[src/rtl/rip_const_pkg.sv]
// rip_const: shared constants and enums for the rip memory subsystem
package rip_const;
  localparam int B_WIDTH = 8;
  typedef enum logic [3:0] {
    LB  = 4'h0,
    LH  = 4'h1,
    LW  = 4'h2,
    LBU = 4'h4,
    LHU = 4'h5,
    SB  = 4'h8,
    SH  = 4'h9,
    SW  = 4'ha
  } mem_funct3_t;
  typedef enum logic [1:0] {IDLE, ISSUE, WAIT, RESP} lsu_state_t;
endpackage

[src/rtl/rip_load_store_unit_align.sv]
// rip_lsu_align: sub-word strobe/lane/extend logic and op legality decode
module rip_lsu_align
  import rip_const::*;
#(
  parameter int DATA_WIDTH = 32
) (
  input  logic                           load,
  input  logic                           store,
  input  logic [2:0]                     funct3,
  input  logic [1:0]                     off,
  input  logic [DATA_WIDTH-1:0]          wdata,
  output logic [DATA_WIDTH/B_WIDTH-1:0]  we,
  output logic [DATA_WIDTH-1:0]          din,
  output logic                           misaligned,
  output logic                           illegal,
  input  logic [2:0]                     ld_funct3,
  input  logic [1:0]                     ld_off,
  input  logic [DATA_WIDTH-1:0]          dout,
  output logic [DATA_WIDTH-1:0]          rdata
);
  logic [3:0] st;
  logic [3:0] ld;
  logic [DATA_WIDTH-1:0] sh;
  // decode the incoming op and format the returning load word
  always_comb begin
    st = {store, funct3};
    ld = {1'b0, ld_funct3};
    illegal = (load == store) || (load && (funct3 == 3'd3 || funct3[2:1] == 2'b11)) || (store && funct3 > 3'd2);
    misaligned = !illegal && ((funct3[1:0] == 2'd2 && off != 2'd0) || (funct3[1:0] == 2'd1 && off[0]));
    we = st == SW ? 4'b1111 : st == SH ? 4'b0011 << off : st == SB ? 4'b0001 << off : 4'b0000;
    din = st == SB ? {4{wdata[7:0]}} : st == SH ? {2{wdata[15:0]}} : wdata;
    sh = dout >> {ld_off, 3'b000};
    rdata = ld == LB  ? {{24{sh[7]}}, sh[7:0]} :
            ld == LH  ? {{16{sh[15]}}, sh[15:0]} :
            ld == LBU ? {24'b0, sh[7:0]} :
            ld == LHU ? {16'b0, sh[15:0]} : sh;
  end
endmodule

[src/rtl/rip_load_store_unit.sv]
// rip_load_store_unit: turns core load/store micro-ops into single MMU channel-1 transactions
module rip_load_store_unit
  import rip_const::*;
#(
  parameter int ADDR_WIDTH = 32,
  parameter int DATA_WIDTH = 32
) (
  input  logic                           clk,
  input  logic                           rst,
  input  logic                           req_valid,
  output logic                           req_ready,
  input  logic                           req_load,
  input  logic                           req_store,
  input  logic [2:0]                     req_funct3,
  input  logic [ADDR_WIDTH-1:0]          req_addr,
  input  logic [DATA_WIDTH-1:0]          req_wdata,
  output logic                           resp_valid,
  output logic [DATA_WIDTH-1:0]          resp_rdata,
  output logic                           resp_misaligned,
  output logic                           resp_illegal,
  output logic [DATA_WIDTH/B_WIDTH-1:0]  mem_we,
  output logic                           mem_re,
  output logic [ADDR_WIDTH-1:0]          mem_addr,
  output logic [DATA_WIDTH-1:0]          mem_din,
  input  logic [DATA_WIDTH-1:0]          mem_dout,
  input  logic                           mem_busy
);
  localparam int NB = DATA_WIDTH / B_WIDTH;
  lsu_state_t state, state_nxt;
  logic [2:0] op_funct3;
  logic [1:0] op_off;
  logic [NB-1:0] al_we;
  logic [DATA_WIDTH-1:0] al_din, al_rdata;
  logic al_mis, al_ill, accept;
  assign accept = req_valid && req_ready;
  rip_lsu_align #(.DATA_WIDTH(DATA_WIDTH)) u_align (
    .load(req_load), .store(req_store), .funct3(req_funct3), .off(req_addr[1:0]), .wdata(req_wdata),
    .we(al_we), .din(al_din), .misaligned(al_mis), .illegal(al_ill),
    .ld_funct3(op_funct3), .ld_off(op_off), .dout(mem_dout), .rdata(al_rdata)
  );
  // state register
  always_ff @(posedge clk) state <= rst ? IDLE : state_nxt;
  // next state: errors skip memory, busy only matters once in WAIT
  always_comb begin
    state_nxt = state == IDLE  ? (accept ? ((al_mis || al_ill) ? RESP : ISSUE) : IDLE) :
                state == ISSUE ? WAIT :
                state == WAIT  ? (mem_busy ? WAIT : RESP) : IDLE;
  end
  // registered outputs and captured op fields
  always_ff @(posedge clk) begin
    if (rst) begin
      req_ready <= 1'b1;
      resp_valid <= 1'b0;
      resp_rdata <= '0;
      resp_misaligned <= 1'b0;
      resp_illegal <= 1'b0;
      mem_we <= '0;
      mem_re <= 1'b0;
      mem_addr <= '0;
      mem_din <= '0;
      op_funct3 <= '0;
      op_off <= '0;
    end else begin
      req_ready <= state_nxt == IDLE;
      resp_valid <= state_nxt == RESP;
      if (accept) begin
        op_funct3 <= req_funct3;
        op_off <= req_addr[1:0];
        if (al_mis || al_ill) begin
          resp_rdata <= '0;
          resp_misaligned <= al_mis;
          resp_illegal <= al_ill;
        end else begin
          mem_re <= req_load;
          mem_we <= req_store ? al_we : '0;
          mem_addr <= {req_addr[ADDR_WIDTH-1:2], 2'b00};
          mem_din <= al_din;
        end
      end
      if (state == WAIT && !mem_busy) begin
        mem_re <= 1'b0;
        mem_we <= '0;
        resp_rdata <= mem_re ? al_rdata : '0;
        resp_misaligned <= 1'b0;
        resp_illegal <= 1'b0;
      end
    end
  end
endmodule

[config.mk]
export PLATFORM = sky130hd
export DESIGN_NAME = rip_load_store_unit
export DESIGN_NICKNAME = d
export VERILOG_FILES = /design/src/rtl/rip_const_pkg.sv /design/src/rtl/rip_load_store_unit_align.sv /design/src/rtl/rip_load_store_unit.sv
export SDC_FILE = /design/constraint.sdc
export NUM_CORES = 1
export LEC_CHECK = 0
export CAP_MARGIN = 20
export CORE_MARGIN = 3
export CORE_UTILIZATION = 39
export CTS_CLUSTER_SIZE = 28
export DETAILED_ROUTE_END_ITERATION = 8
export GPL_ROUTABILITY_DRIVEN = 0
export MAX_ROUTING_LAYER = met4
export PLACE_DENSITY = 0.76
export SLEW_MARGIN = 5
export SYNTH_ARGS = -nofsm -noshare
export SYNTH_HDL_FRONTEND = slang
export SYNTH_SLANG_ARGS = --single-unit
[constraint.sdc]
create_clock -name clk -period 1.5 [get_ports clk]
set_input_delay 0.15 -clock clk [delete_from_list [all_inputs] [get_ports clk]]
set_output_delay 0.15 -clock clk [all_outputs]
set_load 0.05 [all_outputs]
# [Yosys cells after proc, flatten, opt, wreduce, memory -nomap -nowiden]
# Cells that the tools add are included.
[totals] in_bits=105 ff_bits=110
[op_classes] n_eq_ne=14 n_mux=20 shift=3 order_cmp=1 n_bitwise=1 reduce_logical=24
[op_table] op="$mux W32" n=10
[op_table] op="$shr A32 B5 Y32" n=1
[op_table] op="$mux W4" n=4
[op_table] op="$eq A4 B4 Y1 const B" n=3
[op_table] op="$mux W2" n=5
[op_table] op="$eq A2 B2 Y1 const B" n=4
[op_table] op="$logic_and A1 B1 Y1" n=7
[op_table] op="$eq A3 B3 Y1 const B" n=2
[op_table] op="$reduce_and A2 Y1" n=3
[op_table] op="$reduce_bool A2 Y1" n=3
[op_table] op="$logic_or A1 B1 Y1" n=5
[op_table] op="$eq A2 B1 Y1 const B" n=2
[op_table] op="$logic_not A2 Y1" n=2
[op_table] op="$shl A1 B2 Y4 const A" n=1
[op_table] op="$shl A2 B2 Y4 const A" n=1
[op_table] op="$eq A3 B1 Y1 const B" n=1
[op_table] op="$eq A3 B2 Y1 const B" n=1
[op_table] op="$gt A3 B2 Y1 const B" n=1
[op_table] op="$logic_not A3 Y1" n=1
[op_table] op="$logic_not A1 Y1" n=2
[op_table] op="$reduce_or A2 Y1" n=1
[op_table] op="$eq A1 B1 Y1" n=1
[op_table] op="$mux W1" n=1
[op_table] op="$not A1 Y1" n=1

# [Longest topological paths before layout]
[depth] ltp_word=12 depth_mapped=9 depth_no_buf=6

# [Cells and area by module]
# Synthesis repeated with hierarchy kept, for this count alone.
[hier_totals] cells_unflattened=662 area_unflattened_um2=5333.9
[modules_own_cells] module="rip_load_store_unit" seq_area_each_um2=2202.1 area_each_um2=3912.5 cells_each=461 n_inst=1
[modules_own_cells] module="rip_lsu_align" seq_area_each_um2=0.0 area_each_um2=1421.4 cells_each=201 n_inst=1

# [Worst setup path after synthesis]
# OpenSTA, ideal clock, no wires.
[synth_timing] path_kind="flip-flop to flip-flop" from="register req_ready" to="register mem_we[0]" t_arrival_ns=1.855 path_buffers=1 setup_time_ns=0.071 path_slack_ns=-0.426 path_stages_with_launch=6 path_cell_list="dfxtp_1 and2_1 buf_2 nand3_1 or4_1 a21oi_1"
[synth_via] elab_chain_len=2
[synth_lines] element="start: declaration" line="rip_load_store_unit.sv:11" source="output logic req_ready,"
[synth_lines] element="start signal: assignment" line="rip_load_store_unit.sv:52" source="req_ready <= 1'b1;"
[synth_lines] element="start signal: assignment" line="rip_load_store_unit.sv:64" source="req_ready <= state_nxt == IDLE;"
[synth_lines] element="$logic_and A1 B1 Y1" line="rip_load_store_unit.sv:35" source="assign accept = req_valid && req_ready;"
[synth_lines] element="$reduce_and A2 Y1 (no source line)"
[synth_lines] element="end signal: assignment" line="rip_load_store_unit.sv:75" source="mem_we <= req_store ? al_we : '0;"
[synth_lines] element="end: declaration" line="rip_load_store_unit.sv:21" source="output logic [DATA_WIDTH/B_WIDTH-1:0] mem_we,"
# Every way passes these cells.
# A chain may end at the register's enable or synchronous reset.

# [Final worst setup path]
[layout_timing] from="register op_off[0]" to="register resp_rdata[20]"
[layout_via] elab_chain_len=7
[layout_lines] element="start: declaration" line="rip_load_store_unit.sv:31" source="logic [1:0] op_off;"
[layout_lines] element="start signal: assignment" line="rip_load_store_unit.sv:68" source="op_off <= req_addr[1:0];"
[layout_lines] element="$shr A32 B5 Y32 (*)" line="rip_load_store_unit_align.sv:32" source="sh = dout >> {ld_off, 3'b000};"
[layout_lines] element="$mux W32" line="rip_load_store_unit_align.sv:36" source="ld == LHU ? {16'b0, sh[15:0]} : sh;"
[layout_lines] element="$mux W32" line="rip_load_store_unit_align.sv:35" source="ld == LBU ? {24'b0, sh[7:0]} :"
[layout_lines] element="$mux W32" line="rip_load_store_unit_align.sv:34" source="ld == LH ? {{16{sh[15]}}, sh[15:0]} :"
[layout_lines] element="$mux W32 (*)" line="rip_load_store_unit_align.sv:33" source="rdata = ld == LB ? {{24{sh[7]}}, sh[7:0]} :"
[layout_lines] element="$mux W32 (*)" line="rip_load_store_unit.sv:83" source="resp_rdata <= mem_re ? al_rdata : '0;"
[layout_lines] element="$mux W32 (*)" line="rip_load_store_unit.sv:80" source="if (state == WAIT && !mem_busy) begin"
[layout_lines] element="end signal: assignment" line="rip_load_store_unit.sv:83"
[layout_lines] element="end: declaration" line="rip_load_store_unit.sv:18" source="output logic [DATA_WIDTH-1:0] resp_rdata,"
# Every way passes the cells marked *; elsewhere a longest branch is shown, timed or not.

==> key figures <==
Cells and area
  • Fill count: 1057
  • Final non-filler cell total: 1010
  • Area Growth Syn to Fin: 58.13%
  • End-of-flow core utilization: 0.6418
  • Diode count: 0
  • Ratio of cells with drive above 1 in the final layout: 0.3055
  • Design area: 8264 µm²
  • Final nets: 945

Critical path
  • Critical Path AT: 1.76 ns
  • WP data required: 1.73 ns
  • Critical path peak fanout: 8
  • CP max stage delay: 0.54 ns
  • CP delay by family, top: multiplexers
  • Crit-path cells: mux4_2 > o211a_4 > o21ai_1 > a21oi_1
  • Slowest CP cell: mux4_2
  • CP Capture Type: flop
  • Worst setup path category: reg -> reg
  • Buf/Inv on CP: 0
  • Startpoint types: flop

Route
  • Vias per inst: 5.573
  • Final ANT Viol Nets: 0
  • Total number of vias: 5629
  • Routed Wire Length: 18.38 mm
  • DR WL/cell: 18.20 µm
  • Initial drt markers: 485
  • Post-route DRC violation count: 0
  • First-pass DRT Iterations: 5

CTS
  • Root Buffer: clkbuf_16
  • CTS tree: built
  • Cts hold-fix bufs: 0
  • H-tree depth: 3
  • Worst-path clk slew: 0.07 ns
  • Later-pin clock latency in the skew report: 0.35 ns
  • Maximum buffer depth of the clock tree: 2
  • # clock sinks: 110
  • Total CTS buffers: 9

Timing
  • Final Setup Violations: 9
  • Worst slew margin: 0.6447
  • RSZ-0062 raised after global routing: yes
  • Tmin final: 1.526 ns
  • Fmax achieved: 655.3 MHz
  • Worst-Margin Slew: 0.5310 ns
  • Final hold violations: 0
  • Slack of the critical path: -0.02592 ns
  • Worst Clk Skew: 0.009108 ns
  • Fin. max-slew vios: 0
  • Tcrit/Tclk final: 1.017
  • WHS: 0.1599 ns
  • Setup TNS: -0.1294 ns

Synth
  • Synthesized cell area: 5226 µm²
  • Yosys warns: 0
  • Seq cells post-synth: 110
  • Seq/Total Area, Yosys: 0.4214
  • Area leader, netlist: dfxtp_1
  • Syn Area/Cell: 8.725 µm²
  • Synthesized instance count: 599
  • Library cells used by synthesis: 47
  • Synth area leaders: dfxtp_1 (42%), a21oi_1 (8.7%), mux2i_1 (8.0%)
  • EDFF count, synth: 0
  • Primary FF master, synth: dfxtp_1
  • Asr flop ratio synth: 0
  • Share of the synthesized area in the top cell type: 0.4214

Global routing
  • Via count of the first global-routing pass: 5385
  • Global-route wire length before repair: 28.07 mm
  • Initial antenna violation count: 0
  • GRT Total Usage: 0.2436
  • GR Overflow Total: 0
  • Largest net degree at the start of global routing: 50

Floorplanning
  • Core area: 12880 µm²
  • Cell Rows: 41
  • Die Wd: 121.8 µm
  • IO Pins: 210
  • Die H: 121.8 µm
  • Die area: 14830 µm²
  • Starting Density: 0.4059

Worst hold path
  • Hold Path Class: in -> reg

Placed design
  • Post-DP Area: 7619 µm²
  • Hpwl dp: 13.25 mm
  • IO buf count: 207
  • Placed cell count: 979

Pwr
  • LEAKAGE: 3.142 nW
  • Psw: 2.886 mW
  • Sequential power share: 0.379
  • Maximum VDD drop: 790.5 µV
  • Pwr/cell area: 1018 nW/µm²
  • Int Power: 5.526 mW
  • Clock Power Share: 0.266
  • Comb pwr share: 0.355
  • Switching share of power: 0.3431

Status
  • Violated checks: setup timing
  • Status: finished with violations

Job
  • Max-cap violations: 0
## metrics by stage
| stage | worst slack [ns] | total power, mW |
|---|---|---|
| floorplan | -0.01188 | 4.835 |
| global placement | -0.7777 | 5.778 |
| detailed placement | -0.8768 | 5.847 |
| CTS | 0.0008016 | 8.308 |
| global route | -0.05336 | 8.771 |
| finish | -0.02592 | 8.412 |
## sequential cells by signal, summed over array words and instances (netlist names)
signal,cells
mem_din,32
resp_rdata,32
op_funct3,3
op_off,2
req_ready,1
mem_re,1
mem_addr,30
resp_illegal,1
resp_valid,1
mem_we,4
resp_misaligned,1
state,2
## layout by cell type (no fill, tap or decap), drive strengths merged, types with 7 or more instances in the layout
cell / Yosys / routed
a211oi: 30 / 31
a21oi: 91 / 91
a22o: 8 / 8
buf: 23 / 176
clkbuf: 35 / 16
clkdlybuf4s50: 0 / 96
dfxtp: 110 / 110
ha: 7 / 7
inv: 6 / 7
mux2: 7 / 7
mux2i: 42 / 42
nand2: 29 / 29
nand2b: 11 / 11
nand3: 41 / 41
nor2: 16 / 16
o2111ai: 16 / 16
o21ai: 75 / 75
o2bb2ai: 16 / 16
## path summary, 6_finish.rpt
path                                                 start                     endpoint  slack [ns]  cells past startpoint
worst min register to register  resp_rdata[1]$_SDFFE_PP0P_   resp_rdata[1]$_SDFFE_PP0P_        0.47                      1
worst min-delay path                             req_store          mem_re$_SDFFE_PP0P_        0.16                      3
worst max register to register      op_off[0]$_SDFFE_PP0P_  resp_rdata[20]$_SDFFE_PP0P_       -0.03                      4
worst max-delay path                op_off[0]$_SDFFE_PP0P_  resp_rdata[20]$_SDFFE_PP0P_       -0.03                      4
## routing by layer
metal,global-route usage,share of wire,vias up
met4,0.06162,0.019,0
li1,-,-,2682
met2,0.4182,0.52,200
met5,-,0,-
met3,0.05060,0.056,37
met1,0.2928,0.41,2710
## layout make-up
class                   count  area [µm²]  area share
clock inverters             4       30.03    0.003634
multi-input cells         427        3005      0.3637
inverters                   6       22.52    0.002725
flip-flops and latches    110        2215      0.2680
well taps                 172       215.2     0.02604
clock buffers              12       246.5     0.02983
repair buffers            279        2530      0.3061
## cells by family (layout without fill, tap and decap cells)
group                    count (synthesis)  in the layout  synth area share
multiplexers                            50             50           0.09983
AO/OA/AOI/OAI                          246            247            0.2871
AND/OR/NAND/NOR                        120            120            0.1183
flip-flops                             110            110            0.4214
other                                    1              2         0.0007175
XOR/XNOR                                 1              1          0.001676
adder cells (fa/ha/maj)                  7              7           0.01676
buffers and inverters                   64            301           0.05435
## timing repair
action	4_1_cts	5_1_grt
pin swaps	10	13
endpoints found under the hold margin	0	0
cloned	2	0
buffers inserted	8	5
resized for setup	35	44
endpoints found under the setup margin	104	80
## worst register-to-register path: stages (launching register included)
cell and delay, ns:
dfxtp_4 0.37, mux4_2 0.55, o211a_4 0.33, o21ai_1 0.09, a21oi_1 0.07
## power by group through the flow
| stage | clock network, mW | logic (mW) | registers (mW) |
|---|---|---|---|
| floorplan | 0 | 1.23 | 3.60 |
| global placement | 0 | 2.54 | 3.24 |
| detailed placement | 0 | 2.60 | 3.25 |
| CTS | 2.29 | 2.83 | 3.18 |
| global route | 2.40 | 3.17 | 3.20 |
| finish | 2.24 | 2.98 | 3.19 |
## cell usage after synthesis, types with 6 or more instances
cell type,n
a21oi_1,91
dfxtp_1,110
mux2_2,7
clkbuf_1,35
inv_1,6
nand2b_1,11
o2111ai_1,16
nor2_1,15
buf_2,14
a211oi_1,29
o21ai_0,74
buf_4,7
a22o_1,8
nand3_1,41
mux2i_1,42
ha_1,7
nand2_1,29
o2bb2ai_1,16
Note: power is estimated with default switching activity, not from simulation.
